==> src/rtl/lcd_result_display.sv <==
// Displays one signed 16-bit convolution result on an HD44780 character LCD.
// Handles power-up init, binary-to-decimal conversion and all 8-bit bus timing.
module lcd_result_display #(
  parameter int unsigned PWRUP_CYC    = 1000000,
  parameter int unsigned E_HIGH_CYC   = 25,
  parameter int unsigned CMD_WAIT_CYC = 2500,
  parameter int unsigned CLR_WAIT_CYC = 100000
) (
  input  logic        clk_i,
  input  logic        rst_ni,
  input  logic        res_valid_i,
  input  logic [4:0]  res_idx_i,
  input  logic [15:0] res_data_i,
  output logic        ready_o,
  output logic        lcd_e_o,
  output logic        lcd_rs_o,
  output logic        lcd_rw_o,
  output logic [7:0]  lcd_data_o
);

  localparam int unsigned MaxWait = (CLR_WAIT_CYC > CMD_WAIT_CYC) ? CLR_WAIT_CYC : CMD_WAIT_CYC;
  localparam int unsigned CycW    = $clog2(E_HIGH_CYC + MaxWait + 1);
  localparam int unsigned PwrW    = $clog2(PWRUP_CYC + 1);

  typedef enum logic [2:0] {StPwrWait, StInit, StIdle, StConvert, StWrite} state_e;

  state_e            state_q;
  logic [PwrW-1:0]   pwr_cnt_q;
  logic [CycW-1:0]   cyc_q;
  logic [3:0]        byte_q;
  logic [3:0]        conv_cnt_q;
  logic [4:0]        idx_q;
  logic              neg_q;
  logic [15:0]       mag_q;
  logic [19:0]       bcd_q;
  logic              ready_q;
  logic              lcd_e_q;
  logic              lcd_rs_q;
  logic [7:0]        lcd_data_q;

  logic [15:0]       bcd_adj;
  logic [19:0]       bcd_shift;
  logic [15:0]       mag_abs;
  logic [CycW-1:0]   last_cyc;
  logic              byte_done;
  logic [3:0]        nxt_byte;
  logic [3:0]        last_byte;

  function automatic logic [8:0] init_byte(input logic [3:0] i);
    logic [8:0] b;
    case (i)
      4'd0:    b = 9'h038;
      4'd1:    b = 9'h00C;
      4'd2:    b = 9'h006;
      default: b = 9'h001;
    endcase
    return b;
  endfunction

  // Returns {rs, data} for write-sequence position i: 0x80, 7 chars, 0xC0, 6 chars.
  function automatic logic [8:0] write_byte(input logic [3:0] i, input logic [4:0] idx,
                                            input logic neg, input logic [19:0] bcd);
    logic [23:0] mode;
    logic [8:0]  b;
    if (idx < 5'd4)       mode = "SER";
    else if (idx < 5'd8)  mode = "3X3";
    else if (idx < 5'd12) mode = "2X2";
    else                  mode = "---";
    case (i)
      4'd0:    b = 9'h080;
      4'd1:    b = {1'b1, mode[23:16]};
      4'd2:    b = {1'b1, mode[15:8]};
      4'd3:    b = {1'b1, mode[7:0]};
      4'd4:    b = {1'b1, 8'h20};
      4'd5:    b = {1'b1, 8'h43};
      4'd6:    b = {1'b1, 8'h31 + {7'd0, idx[1]}};
      4'd7:    b = {1'b1, 8'h31 + {7'd0, idx[0]}};
      4'd8:    b = 9'h0C0;
      4'd9:    b = {1'b1, neg ? 8'h2D : 8'h2B};
      4'd10:   b = {1'b1, 8'h30 + {4'd0, bcd[19:16]}};
      4'd11:   b = {1'b1, 8'h30 + {4'd0, bcd[15:12]}};
      4'd12:   b = {1'b1, 8'h30 + {4'd0, bcd[11:8]}};
      4'd13:   b = {1'b1, 8'h30 + {4'd0, bcd[7:4]}};
      default: b = {1'b1, 8'h30 + {4'd0, bcd[3:0]}};
    endcase
    return b;
  endfunction

  // Top digit never exceeds 1 before the last shift (max 32768), so it needs no adjust.
  always_comb begin
    bcd_adj = bcd_q[15:0];
    for (int k = 0; k < 4; k++) begin
      if (bcd_q[4*k +: 4] >= 4'd5) bcd_adj[4*k +: 4] = bcd_q[4*k +: 4] + 4'd3;
    end
  end

  assign bcd_shift = {bcd_q[18:16], bcd_adj, mag_q[15]};
  // |-32768| = 32768 still fits 16 unsigned bits.
  assign mag_abs   = res_data_i[15] ? (~res_data_i + 16'd1) : res_data_i;

  always_comb begin
    last_cyc = CycW'(E_HIGH_CYC + CMD_WAIT_CYC);
    if (!lcd_rs_q && lcd_data_q == 8'h01) last_cyc = CycW'(E_HIGH_CYC + CLR_WAIT_CYC);
  end

  assign byte_done = (cyc_q == last_cyc);
  assign nxt_byte  = byte_q + 4'd1;
  assign last_byte = (state_q == StInit) ? 4'd3 : 4'd14;

  always_ff @(posedge clk_i or negedge rst_ni) begin
    if (!rst_ni) begin
      state_q    <= StPwrWait;
      pwr_cnt_q  <= '0;
      cyc_q      <= '0;
      byte_q     <= '0;
      conv_cnt_q <= '0;
      idx_q      <= '0;
      neg_q      <= 1'b0;
      mag_q      <= '0;
      bcd_q      <= '0;
      ready_q    <= 1'b0;
      lcd_e_q    <= 1'b0;
      lcd_rs_q   <= 1'b0;
      lcd_data_q <= 8'h00;
    end else begin
      case (state_q)
        StPwrWait: begin
          if (pwr_cnt_q == PwrW'(PWRUP_CYC - 1)) begin
            state_q                <= StInit;
            byte_q                 <= '0;
            cyc_q                  <= '0;
            {lcd_rs_q, lcd_data_q} <= init_byte(4'd0);
          end else begin
            pwr_cnt_q <= pwr_cnt_q + PwrW'(1);
          end
        end
        StInit, StWrite: begin
          if (byte_done) begin
            lcd_e_q <= 1'b0;
            if (byte_q == last_byte) begin
              state_q <= StIdle;
              ready_q <= 1'b1;
            end else begin
              byte_q <= nxt_byte;
              cyc_q  <= '0;
              if (state_q == StInit) {lcd_rs_q, lcd_data_q} <= init_byte(nxt_byte);
              else {lcd_rs_q, lcd_data_q} <= write_byte(nxt_byte, idx_q, neg_q, bcd_q);
            end
          end else begin
            cyc_q   <= cyc_q + CycW'(1);
            lcd_e_q <= (cyc_q < CycW'(E_HIGH_CYC));
          end
        end
        StIdle: begin
          if (res_valid_i) begin
            state_q    <= StConvert;
            idx_q      <= res_idx_i;
            neg_q      <= res_data_i[15];
            mag_q      <= mag_abs;
            bcd_q      <= '0;
            conv_cnt_q <= '0;
            ready_q    <= 1'b0;
          end
        end
        StConvert: begin
          bcd_q      <= bcd_shift;
          mag_q      <= {mag_q[14:0], 1'b0};
          conv_cnt_q <= conv_cnt_q + 4'd1;
          if (conv_cnt_q == 4'd15) begin
            state_q                <= StWrite;
            byte_q                 <= '0;
            cyc_q                  <= '0;
            {lcd_rs_q, lcd_data_q} <= 9'h080;
          end
        end
        default: state_q <= StPwrWait;
      endcase
    end
  end

  assign ready_o    = ready_q;
  assign lcd_e_o    = lcd_e_q;
  assign lcd_rs_o   = lcd_rs_q;
  assign lcd_rw_o   = 1'b0;
  assign lcd_data_o = lcd_data_q;

endmodule

==> config.mk <==
export PLATFORM = sky130hd
export DESIGN_NAME = lcd_result_display
export DESIGN_NICKNAME = d
export VERILOG_FILES = /design/src/rtl/lcd_result_display.sv
export SDC_FILE = /design/constraint.sdc
export NUM_CORES = 1
export LEC_CHECK = 0
export ABC_AREA = 1
export BUFFER_PORTS_ARGS = -buffer_cell sky130_fd_sc_hd__buf_2
export CAP_MARGIN = 25
export CORE_UTILIZATION = 36
export DETAILED_ROUTE_END_ITERATION = 10
export GPL_TIMING_DRIVEN = 0
export SYNTH_ARGS = -nofsm -noshare
export SYNTH_HDL_FRONTEND = slang
export SYNTH_SLANG_ARGS = --single-unit
==> constraint.sdc <==
create_clock -name clk_i -period 2.8 [get_ports clk_i]
set_clock_uncertainty 0.2 [all_clocks]
set_input_delay 0.56 -clock clk_i [delete_from_list [all_inputs] [get_ports clk_i]]
set_output_delay 0.56 -clock clk_i [all_outputs]
set_load 0.01 [all_outputs]
# Yosys cells after proc, flatten, opt, wreduce, memory -nomap -nowiden
# Cells that the tools add are included.
# Widths: inputs -> output; s select.
dict set report classes {
  mul 0
  n_bitwise 2
  order_cmp 8
  div 0
  n_eq_ne 29
  n_addsub 16
  mux 52
  n_reduce_logical 15
  shifts 0
}
# cell count
set op_table {}
lappend op_table {{$pmux 9 s14} 1}
lappend op_table {{$mux 17} 5}
lappend op_table {{$pmux 17 s3} 1}
lappend op_table {{$mux 21} 2}
lappend op_table {{$mux 4} 10}
lappend op_table {{$mux 8} 5}
lappend op_table {{$pmux 20 s2} 1}
lappend op_table {{$add 6x4->7 const A} 5}
lappend op_table {{$mux 16} 2}
lappend op_table {{$pmux 16 s2} 1}
lappend op_table {{$eq 4x4->1 const B} 7}
lappend op_table {{$pmux 8 s3} 1}
lappend op_table {{$mux 23} 1}
lappend op_table {{$add 20x1->20 const B} 1}
lappend op_table {{$eq 20x20->1 const B} 1}
lappend op_table {{$mux 20} 1}
lappend op_table {{$mux 3} 6}
lappend op_table {{$pmux 6 s3} 1}
lappend op_table {{$add 17x1->17 const B} 1}
lappend op_table {{$eq 17x17->1} 1}
lappend op_table {{$lt 17x5->1 const B} 1}
lappend op_table {{$add 16x1->16 const B} 1}
lappend op_table {{$add 4x2->4 const B} 4}
lappend op_table {{$eq 4x3->1 const B} 4}
lappend op_table {{32 further kinds} 58}
dict set report word_totals {
  latchBits 0
  reg_bits 101
  mem_count 0
  ramBits 0
  rom_bits 0
  word_cells 135
}

# Logic depth before layout (Yosys ltp)
# Gate-level depths: netlist of the first run.
dict set report depth {
  word_depth 9
  mapped_depth 16
  ltp_nobuf 15
}

# Least setup slack after synthesis of the first run
# No wires, ideal clock.
dict set report synth_timing {
  path_kind {register to register}
  startpoint {register byte_q[0]}
  endpoint {register lcd_data_q[2] (netlist: lcd_data_o[2])}
  required_time_ps 2535
  slack_ps 743
  stages_incl_launch_ff 12
  arrival_ps 1793
  path_cell_list {dfrtp_1 ha_1 nand2_2 nand2_1 buf_4 nand3_1 o21ai_0 nor2_2 nand2_1 o211ai_1 nand2_1 nand2_1}
}
dict set report synth_via {
  elab_chain_cells 7
  word_cells_on_any_way 24
}
# element line_no
set synth_lines {}
lappend synth_lines {{from (decl)} 30} ;# logic [3:0] byte_q;
lappend synth_lines {{from (signal assigned)} 144} ;# byte_q <= nxt_byte;
lappend synth_lines {{$add 4x1->4} 107} ;# assign nxt_byte = byte_q + 4'd1;
lappend synth_lines {{$eq 4x4->1 (tied with other cells)} 69} ;# case (i)
lappend synth_lines {{$pmux 9 s14 / $pmux 6 s3 (equally long branches)} {69, 51}}
lappend synth_lines {{$mux 8} 146} ;# if (state_q == StInit) {lcd_rs_q, lcd_data_q} <= init_byte(nxt_byte);
lappend synth_lines {{$mux 8} 140} ;# if (byte_q == last_byte) begin
lappend synth_lines {{$mux 8} 138} ;# if (byte_done) begin
lappend synth_lines {{$pmux 8 s3} 126} ;# case (state_q)
lappend synth_lines {{to (signal assigned)} 132} ;# {lcd_rs_q, lcd_data_q} <= init_byte(4'd0);
lappend synth_lines {{to (signal assigned)} 146}
lappend synth_lines {{to (signal assigned)} 147} ;# else {lcd_rs_q, lcd_data_q} <= write_byte(nxt_byte, idx_q, neg_q, bcd_q);
lappend synth_lines {{to (decl)} 39} ;# logic [7:0] lcd_data_q;
# Parallel ways exist; a longest one is shown, timed or not. The select of a mux whose other input is x is not followed.
# A chain may end at the register's enable or synchronous reset.

# Worst setup path in the final report of the first run
dict set report layout_timing {
  startpoint {register byte_q[1]}
  endpoint {register lcd_data_q[1] (netlist: lcd_data_o[1])}
}
# The elaborated chain is that of the path after synthesis.

==> summary.txt, run 1 <==
Power and ir drop
  – Tot Pwr: ~3000 µW
  – PwrDens: roughly 410 nW/µm²
  – Worst VDD drop: roughly 0.31 mV
  – Lkg Pwr: 0.00360 µW

CTS
  – Post-CTS Setup Bufs: 0
  – Worst-Skew Late Latency: approximately 360 ps
  – Clk root buf: clkbuf_16
  – Clock slew at reported path FFs: 70 ps
  – CTS buffer count: 9
  – H-tree Lvls: 3
  – CTS tree: done
  – Sink Count: 101
  – Post-CTS Hold Buffers: 0
  – Post-CTS Resized: 0
  – CTS max path bufs: 2

Critical path
  – Crit path kind: flop to flop
  – CP endpoint kind: flop
  – CP delay by family, top: simple AND/OR/NAND/NOR gates
  – Crit path max fanout: 10
  – WP buf/inv: 2
  – Slowest-stage cell, CP: dfrtp_1
  – Worst EP arrival: 2500 ps
  – Critical Path RT: 2840 ps
  – Cell mode on critical path: nand2_1
  – CP max stage delay: 470 ps
  – Crit path cell chain: ha_1 -> nand2_2 -> nand2_1 -> buf_4 -> nand3_1 -> inv_1 -> nand2_1 -> nand2_1 -> nor3_1 -> nand3_1 -> o21bai_1 -> nand2_1
  – Startpoint types: flop

Logic synthesis
  – Mapped Nets: between 900 and 1000
  – Synth Flop Type: dfrtp_1
  – Cell area after synthesis: between 6000 and 7000 µm²
  – Mapped Cells: 885
  – FFs w/ async S/R, synth: 100%
  – Largest area contributor in the netlist: dfrtp_1
  – Synth warn: 0
  – Synth top area share: 39.4%
  – Syn Area/Cell: 7.25 µm²
  – Netlist cell types: 48
  – Number of enable flip-flop cells after synthesis: 0
  – Top post-synthesis cells by area: dfrtp_1 (39%), nand2_1 (13%), inv_1 (6.7%), nor2_1 (5.6%), nand3_1 (5.3%)
  – Number of synthesized register bits: between 100 and 150
  – Top-count cell post-synth: nand2_1
  – Seq/Total Area, Yosys: between 30% and 40%
  – Post-synth top cells: nand2_1 (230), inv_1 (115), dfrtp_1 (101), nor2_1 (96), nand3_1 (68)

Layout
  – Area grow syn2layout: 12.5%
  – Share of layout cells above drive strength 1: 10.4%
  – Fillers: 1804
  – Nets: 972
  – Ant. Diodes: 0

Die
  – Die area: between 15000 and 20000 µm²
  – Io pins: 36
  – Initial core utilization: ~37%
  – Die H: between 100 and 150 µm
  – Core area: ~17000 µm²
  – Row count: between 40 and 50
  – Die width: around 140 µm

Routing
  – Vias per cell: slightly below 5
  – Drt initial violations: between 300 and 400
  – Final antenna-violating net count: 0
  – DR top layer: met4
  – Total Wirelength: roughly 15000 µm
  – Met2 WL post-DR: about 7000 µm
  – DR WL/cell: approximately 13 µm
  – Met3 routed WL: ~560 µm
  – First drt pass iteration count: 5
  – Met1 wire length: between 7000 and 8000 µm
  – Post-route DRC violation count: 0
  – Vias after detailed routing: between 5000 and 6000

STA
  – Fin. Hold Viols: 0
  – Worst hold slack: 50.4 ps
  – Slew Limit Fails: 0
  – Final setup viols: 0
  – Max_slew headroom: roughly half
  – Fmax: between 400 and 500 MHz
  – Period utilization: between 80% and 90%
  – RSZ-0062 raised after global routing: no
  – Fin crit period: 2470 ps
  – Tightest Pin Transition: between 700 and 800 ps

GRT
  – Gr usage total: between 10% and 20%
  – First-pass GRT wire length: ~26000 µm
  – Vias in the first global route: 5324
  – Largest net degree at the start of global routing: between 50 and 60
  – Antenna violations before repair: 0
  – Overflow after GRT: 0

Placement
  – Port Buffers: 34
  – Routability cong.: about 0.93
  – Detailed Place HPWL: roughly 11000 µm

Hold path
  – Hold WC Path Type: input pin to asynchronous set/reset pin

Outcome
  – Status: complete, no violations

Job
  – Maxcap violations: 0
[sequential cells by signal (all words and copies together) (netlist names), 3 cells and up]
name        cells
conv_cnt_q      4
pwr_cnt_q      20
bcd_q          20
idx_q           5
cyc_q          17
byte_q          4
state_q         3
lcd_data_o      8
mag_q          16
[layer usage]
layer,vias to the layer above,global-route usage (%)
met1,2657,25.3
met2,102,28.0
li1,2952,-
met4,0,4.43
met5,-,0
met3,19,4.15
[where the power goes]
part	switching, µW	total [µW]	internal, µW	leakage, µW
registers	3.21	1470	1460	0.00117
clock network	557	1370	811	0.000154
logic	78.0	119	40.7	0.00228
total	638	2950	2320	0.00360
[area by class of cell]
type	count	area [µm²]	share of cell area (%)
multi-input combinational	637	3280	45.4
inverter	126	479	6.64
sequential	101	2530	35.0
clock inverter	3	68.8	0.954
timing repair buffer	35	200	2.78
tap	225	282	3.90
clock buffer	13	250	3.47
buffer	21	130	1.80
[path summary, 6_finish.rpt]
path	from	end	slack, ps	depth (start not counted)
worst max-delay path	byte_q[1]$_DFFE_PN0P_	lcd_data_o[1]$_DFFE_PN0P_	330	12
worst min-delay path	rst_ni	pwr_cnt_q[7]$_DFFE_PN0P_	50	1
worst max register to register	byte_q[1]$_DFFE_PN0P_	lcd_data_o[1]$_DFFE_PN0P_	330	12
worst min register to register	idx_q[0]$_DFFE_PN0P_	idx_q[0]$_DFFE_PN0P_	280	2
max in group asynchronous	rst_ni	bcd_q[16]$_DFFE_PN0P_	1640	2
min in group clk_i	res_idx_i[0]	idx_q[0]$_DFFE_PN0P_	200	3
[through the flow]
stage | setup WS, ps | TNS [ps] | area (µm²) | cells | util [%]
4_1_cts | 334 | 0 | 7210 | 1161 | 41.6
3_3_place_gp | -257 | -25040 | 6860 | 1144 | 39.5
3_5_place_dp | 289 | 0 | 6890 | 1145 | 39.7
5_1_grt | 133 | 0 | 7210 | 1161 | 41.6
2_1_floorplan | 743 | 0 | 6410 | 885 | -
6_report | 334 | 0 | 7210 | 1161 | 41.6
[worst reg2reg max path, stage by stage (launching register included)]
cell      delay (ps)
dfrtp_1          470
ha_1             300
nand2_2          150
nand2_1           80
buf_4            170
nand3_1          150
inv_1             80
nand2_1           60
nand2_1           50
nor3_1           160
nand3_1          130
o21bai_1         260
nand2_1           90
[cells in the final DEF (no fill, tap or decap), types with 8 or more instances in the layout]
| master | count |
|---|---|
| inv_1 | 115 |
| nor2_1 | 96 |
| o21ai_1 | 12 |
| nand3_1 | 68 |
| xor2_1 | 31 |
| o22ai_1 | 12 |
| o211ai_1 | 13 |
| dfrtp_1 | 101 |
| o21ai_0 | 53 |
| buf_2 | 38 |
| nand2_1 | 230 |
| ha_1 | 17 |
| nand4_1 | 22 |
| nor3_1 | 19 |
| clkbuf_16 | 9 |
| nor2_2 | 8 |
| clkbuf_1 | 11 |
[cell families after synthesis]
group                    Yosys count  share of synthesized area (%)
AO/OA/AOI/OAI                    115                           10.6
XOR/XNOR                          37                           5.05
adder cells (fa/ha/maj)           17                           3.32
buffers and inverters            147                           9.50
flip-flops                       101                           39.4
multiplexers                       1                          0.156
other                              1                         0.0585
AND/OR/NAND/NOR                  466                           31.9
Power figures use the tool's default switching activity.
==> inputs of run 2 (changes only) <==
- ABC_AREA: 1 -> not set
- GPL_ROUTABILITY_DRIVEN: not set -> 0
==> run 2 against run 1 <==
Net effect: register-to-register slack got worse by 250 ps; sequential cell count did not move; final area fell by 0.78%; combinational power fell by 23%; via count fell by 4.0%; sequential power barely moved; wire length rose by 4.9%; die area fell by 2.1%; maximum frequency fell by 9.1%; cell count fell by 18%.
==> summary.txt, run 2 <==
Logic synthesis
  – Syn Area/Cell: 9.16 µm² (was 7.25 µm²)
  – Cell area after synthesis: 6270 µm² (was 6410 µm²)
  – Synth top area share: 40.3% (was 39.4%)
  – FFs w/ async S/R, synth: 100% (unchanged)
  – Number of enable flip-flop cells after synthesis: 0 (unchanged)
  – Top post-synthesis cells by area: dfrtp_1 (40%), a21oi_1 (3.7%), ha_1 (3.4%), o21ai_0 (3.3%), nand2_1 (3.2%) (was dfrtp_1 (39%), nand2_1 (13%), inv_1 (6.7%), nor2_1 (5.6%), nand3_1 (5.3%))
  – Synth warn: 0 (unchanged)
  – Seq/Total Area, Yosys: 40.3% (was 39.4%)
  – Number of synthesized register bits: 101 (unchanged)
  – Netlist cell types: 79 (was 48)
  – Post-synth top cells: dfrtp_1 (101), nand2_1 (53), a21oi_1 (47), nor2_1 (47), o21ai_0 (41) (was nand2_1 (230), inv_1 (115), dfrtp_1 (101), nor2_1 (96), nand3_1 (68))
  – Mapped Nets: 726 (was 926)
  – Top-count cell post-synth: dfrtp_1 (was nand2_1)
  – Largest area contributor in the netlist: dfrtp_1 (unchanged)
  – Mapped Cells: 685 (was 885)
  – Synth Flop Type: dfrtp_1 (unchanged)

GRT
  – Gr usage total: 18.4% (was 18.1%)
  – Vias in the first global route: 5275 (was 5324)
  – Antenna violations before repair: 0 (unchanged)
  – First-pass GRT wire length: 26700 µm (was 26200 µm)
  – Overflow after GRT: 0 (unchanged)
  – Largest net degree at the start of global routing: 58 (was 56)

Job
  – Maxcap violations: 0 (unchanged)

STA
  – Fin. Hold Viols: 0 (unchanged)
  – Worst hold slack: 14.8 ps (was 50.4 ps)
  – Max_slew headroom: 56.7% (was 50.5%)
  – Fmax: 369 MHz (was 406 MHz)
  – Setup TNS: 0 ps (unchanged)
  – Period utilization: 96.9% (was 88.1%)
  – Final setup viols: 0 (unchanged)
  – Slew Limit Fails: 0 (unchanged)
  – Fin crit period: 2710 ps (was 2470 ps)
  – RSZ-0062 raised after global routing: no (unchanged)
  – Tightest Pin Transition: 647 ps (was 743 ps)

CTS
  – CTS buffer count: 9 (unchanged)
  – Post-CTS Hold Buffers: 0 (unchanged)
  – Clk root buf: clkbuf_16 (unchanged)
  – Sink Count: 101 (unchanged)
  – Worst-Skew Late Latency: 360 ps (about the same)
  – Clock slew at reported path FFs: 70 ps (about the same)
  – CTS tree: done (unchanged)
  – H-tree Lvls: 3 (unchanged)
  – CTS max path bufs: 2 (unchanged)

Routing
  – First drt pass iteration count: 5 (unchanged)
  – Post-route DRC violation count: 0 (unchanged)
  – Final antenna-violating net count: 0 (unchanged)
  – Total Wirelength: 16100 µm (was 15300 µm)
  – Drt initial violations: 491 (was 349)
  – Vias per cell: 5.76 (was 4.94)
  – DR WL/cell: 16.8 µm (was 13.2 µm)
  – Vias after detailed routing: 5501 (was 5730)

Layout
  – Final cell count without fillers: 955 (was 1161)
  – Nets: 771 (was 972)
  – Multi-input gate area: 3520 µm² (was 3280 µm²)
  – Share of layout cells above drive strength 1: 15.2% (was 10.4%)
  – Finished Cell Area: 7160 µm² (was 7210 µm²)
  – Ant. Diodes: 0 (unchanged)
  – Most common cell after layout, fill and taps aside: dfrtp_1 (was nand2_1)
  – Finished Core Util: 42.6% (was 41.6%)
  – Commonest cells after routing, fill and taps aside: dfrtp_1 (99), nand2_1 (53), a21oi_1 (47) (was nand2_1 (230), inv_1 (115), dfrtp_1 (101))
  – Fillers: 1686 (was 1804)
  – Reg area: 2530 µm² (about the same)
  – Area grow syn2layout: 14.1% (was 12.5%)
  – Top Registers: bcd_q: 20 flops, pwr_cnt_q: 20 flops, cyc_q: 17 flops (unchanged)

Critical path
  – WP buf/inv: 1 (was 2)
  – Crit path cell chain: ha_1 -> buf_2 -> nor3_4 -> o21ai_1 -> a22oi_2 -> nor2_1 -> or4_1 -> a32o_1 (was ha_1 -> nand2_2 -> nand2_1 -> buf_4 -> nand3_1 -> inv_1 -> nand2_1 -> nand2_1 -> nor3_1 -> nand3_1 -> o21bai_1 -> nand2_1)
  – Reg2Reg Launch Point: byte_q[0]$_DFFE_PN0P_ (was byte_q[1]$_DFFE_PN0P_)
  – Crit path kind: flop to flop (unchanged)
  – Worst R2R Path Depth: 8 (was 12)
  – CP delay by family, top: simple AND/OR/NAND/NOR gates (unchanged)
  – Critical Path RT: 2850 ps (was 2840 ps)
  – CP max stage delay: 570 ps (was 470 ps)
  – Capturing point of the worst reg2reg path: lcd_data_o[0]$_DFFE_PN0P_ (was lcd_data_o[1]$_DFFE_PN0P_)
  – Crit path max fanout: 10 (unchanged)
  – CP endpoint kind: flop (unchanged)
  – Startpoint types: flop (unchanged)
  – Worst EP arrival: 2760 ps (was 2500 ps)
  – Reg2reg setup slack: 90 ps (was 330 ps)
  – Slowest-stage cell, CP: or4_1 (was dfrtp_1)

Die
  – Die area: 18000 µm² (was 18300 µm²)
  – Die width: 134 µm (was 135 µm)
  – Initial core utilization: 37.3% (was 36.9%)
  – Die H: 134 µm (was 135 µm)
  – Core area: 16800 µm² (was 17400 µm²)
  – Io pins: 36 (unchanged)
  – Row count: 47 (was 48)

Power and ir drop
  – Worst VDD drop: 0.293 mV (was 0.310 mV)
  – Lkg Pwr: 0.00305 µW (was 0.00360 µW)
  – PwrDens: 411 nW/µm² (was 410 nW/µm²)

Placement
  – Detailed Place HPWL: 11600 µm (was 11500 µm)
  – Port Buffers: 34 (unchanged)
  – Placed Area: 6750 µm² (was 6890 µm²)
  – Cell count after placement: 940 (was 1145)

Outcome
  – Status: complete, no violations (unchanged)

Hold path
  – Hold WC Path Type: input pin to asynchronous set/reset pin (unchanged)
-- run 2: kinds of logic after synthesis --
| kind of cell | synth area share (%) |
|---|---|
| other cells | 0.0598 |
| buf+inv | 4.71 |
| simple gates | 20.2 |
| fa+ha+maj | 3.39 |
| xor+xnor | 5.72 |
| flops | 40.3 |
| compound gates | 22.7 |
| mux | 2.89 |
-- run 2: routing by layer --
| metal | track usage, % | vias to the layer above | share of wire (%) |
|---|---|---|---|
| met1 | 24.9 | 2638 | 47 |
| met5 | 0 | - | 0 |
| met3 | 3.67 | 35 | 5.4 |
| li1 | - | 2628 | - |
| met2 | 29.1 | 200 | 45 |
| met4 | 7.05 | 0 | 2.5 |
-- run 2: worst max path at each step --
stage                     slack, ps             startpoint                        end  depth (start not counted)
after floorplan                 350  byte_q[0]$_DFFE_PN0P_  lcd_data_o[0]$_DFFE_PN0P_                          8
after global placement         -170  byte_q[1]$_DFFE_PN0P_  lcd_data_o[1]$_DFFE_PN0P_                          9
final                            90  byte_q[0]$_DFFE_PN0P_  lcd_data_o[0]$_DFFE_PN0P_                          8
after detailed placement       -170  byte_q[0]$_DFFE_PN0P_  lcd_data_o[1]$_DFFE_PN0P_                          8
after global routing            0.9  byte_q[1]$_DFFE_PN0P_  lcd_data_o[3]$_DFFE_PN0P_                          9
after CTS                        10  byte_q[1]$_DFFE_PN0P_  lcd_data_o[1]$_DFFE_PN0P_                         10
-- run 2: layout make-up --
| cell class | count | share of cell area (%) |
|---|---|---|
| tap | 220 | 3.85 |
| inverter | 19 | 0.997 |
| timing repair buffer | 35 | 2.80 |
| buffer | 42 | 3.20 |
| sequential | 101 | 35.3 |
| multi-input combinational | 522 | 49.1 |
| clock inverter | 7 | 1.52 |
| clock buffer | 9 | 3.15 |
-- run 2: what timing repair did --
action	in CTS	in global routing
buffers inserted	0	0
hold endpoints to repair	0	0
endpoints found under the setup margin	12	32
gates resized for setup	5	26
pin swaps	0	2
-- run 2: metrics by stage --
| step | power (µW) | setup WS (ps) |
|---|---|---|
| 2_1_floorplan | 1510 | 349 |
| 6_report | 2940 | 86.7 |
| 4_1_cts | 2990 | 10.2 |
| 5_1_grt | 3060 | 0.931 |
| 3_5_place_dp | 1580 | -174 |
| 3_3_place_gp | 1570 | -169 |
-- run 2: where the power goes --
group,total (µW),internal (µW),switching (µW)
Sequential,1460,1460,0
Combinational,91.1,31.8,59.3
Clock,1390,799,596
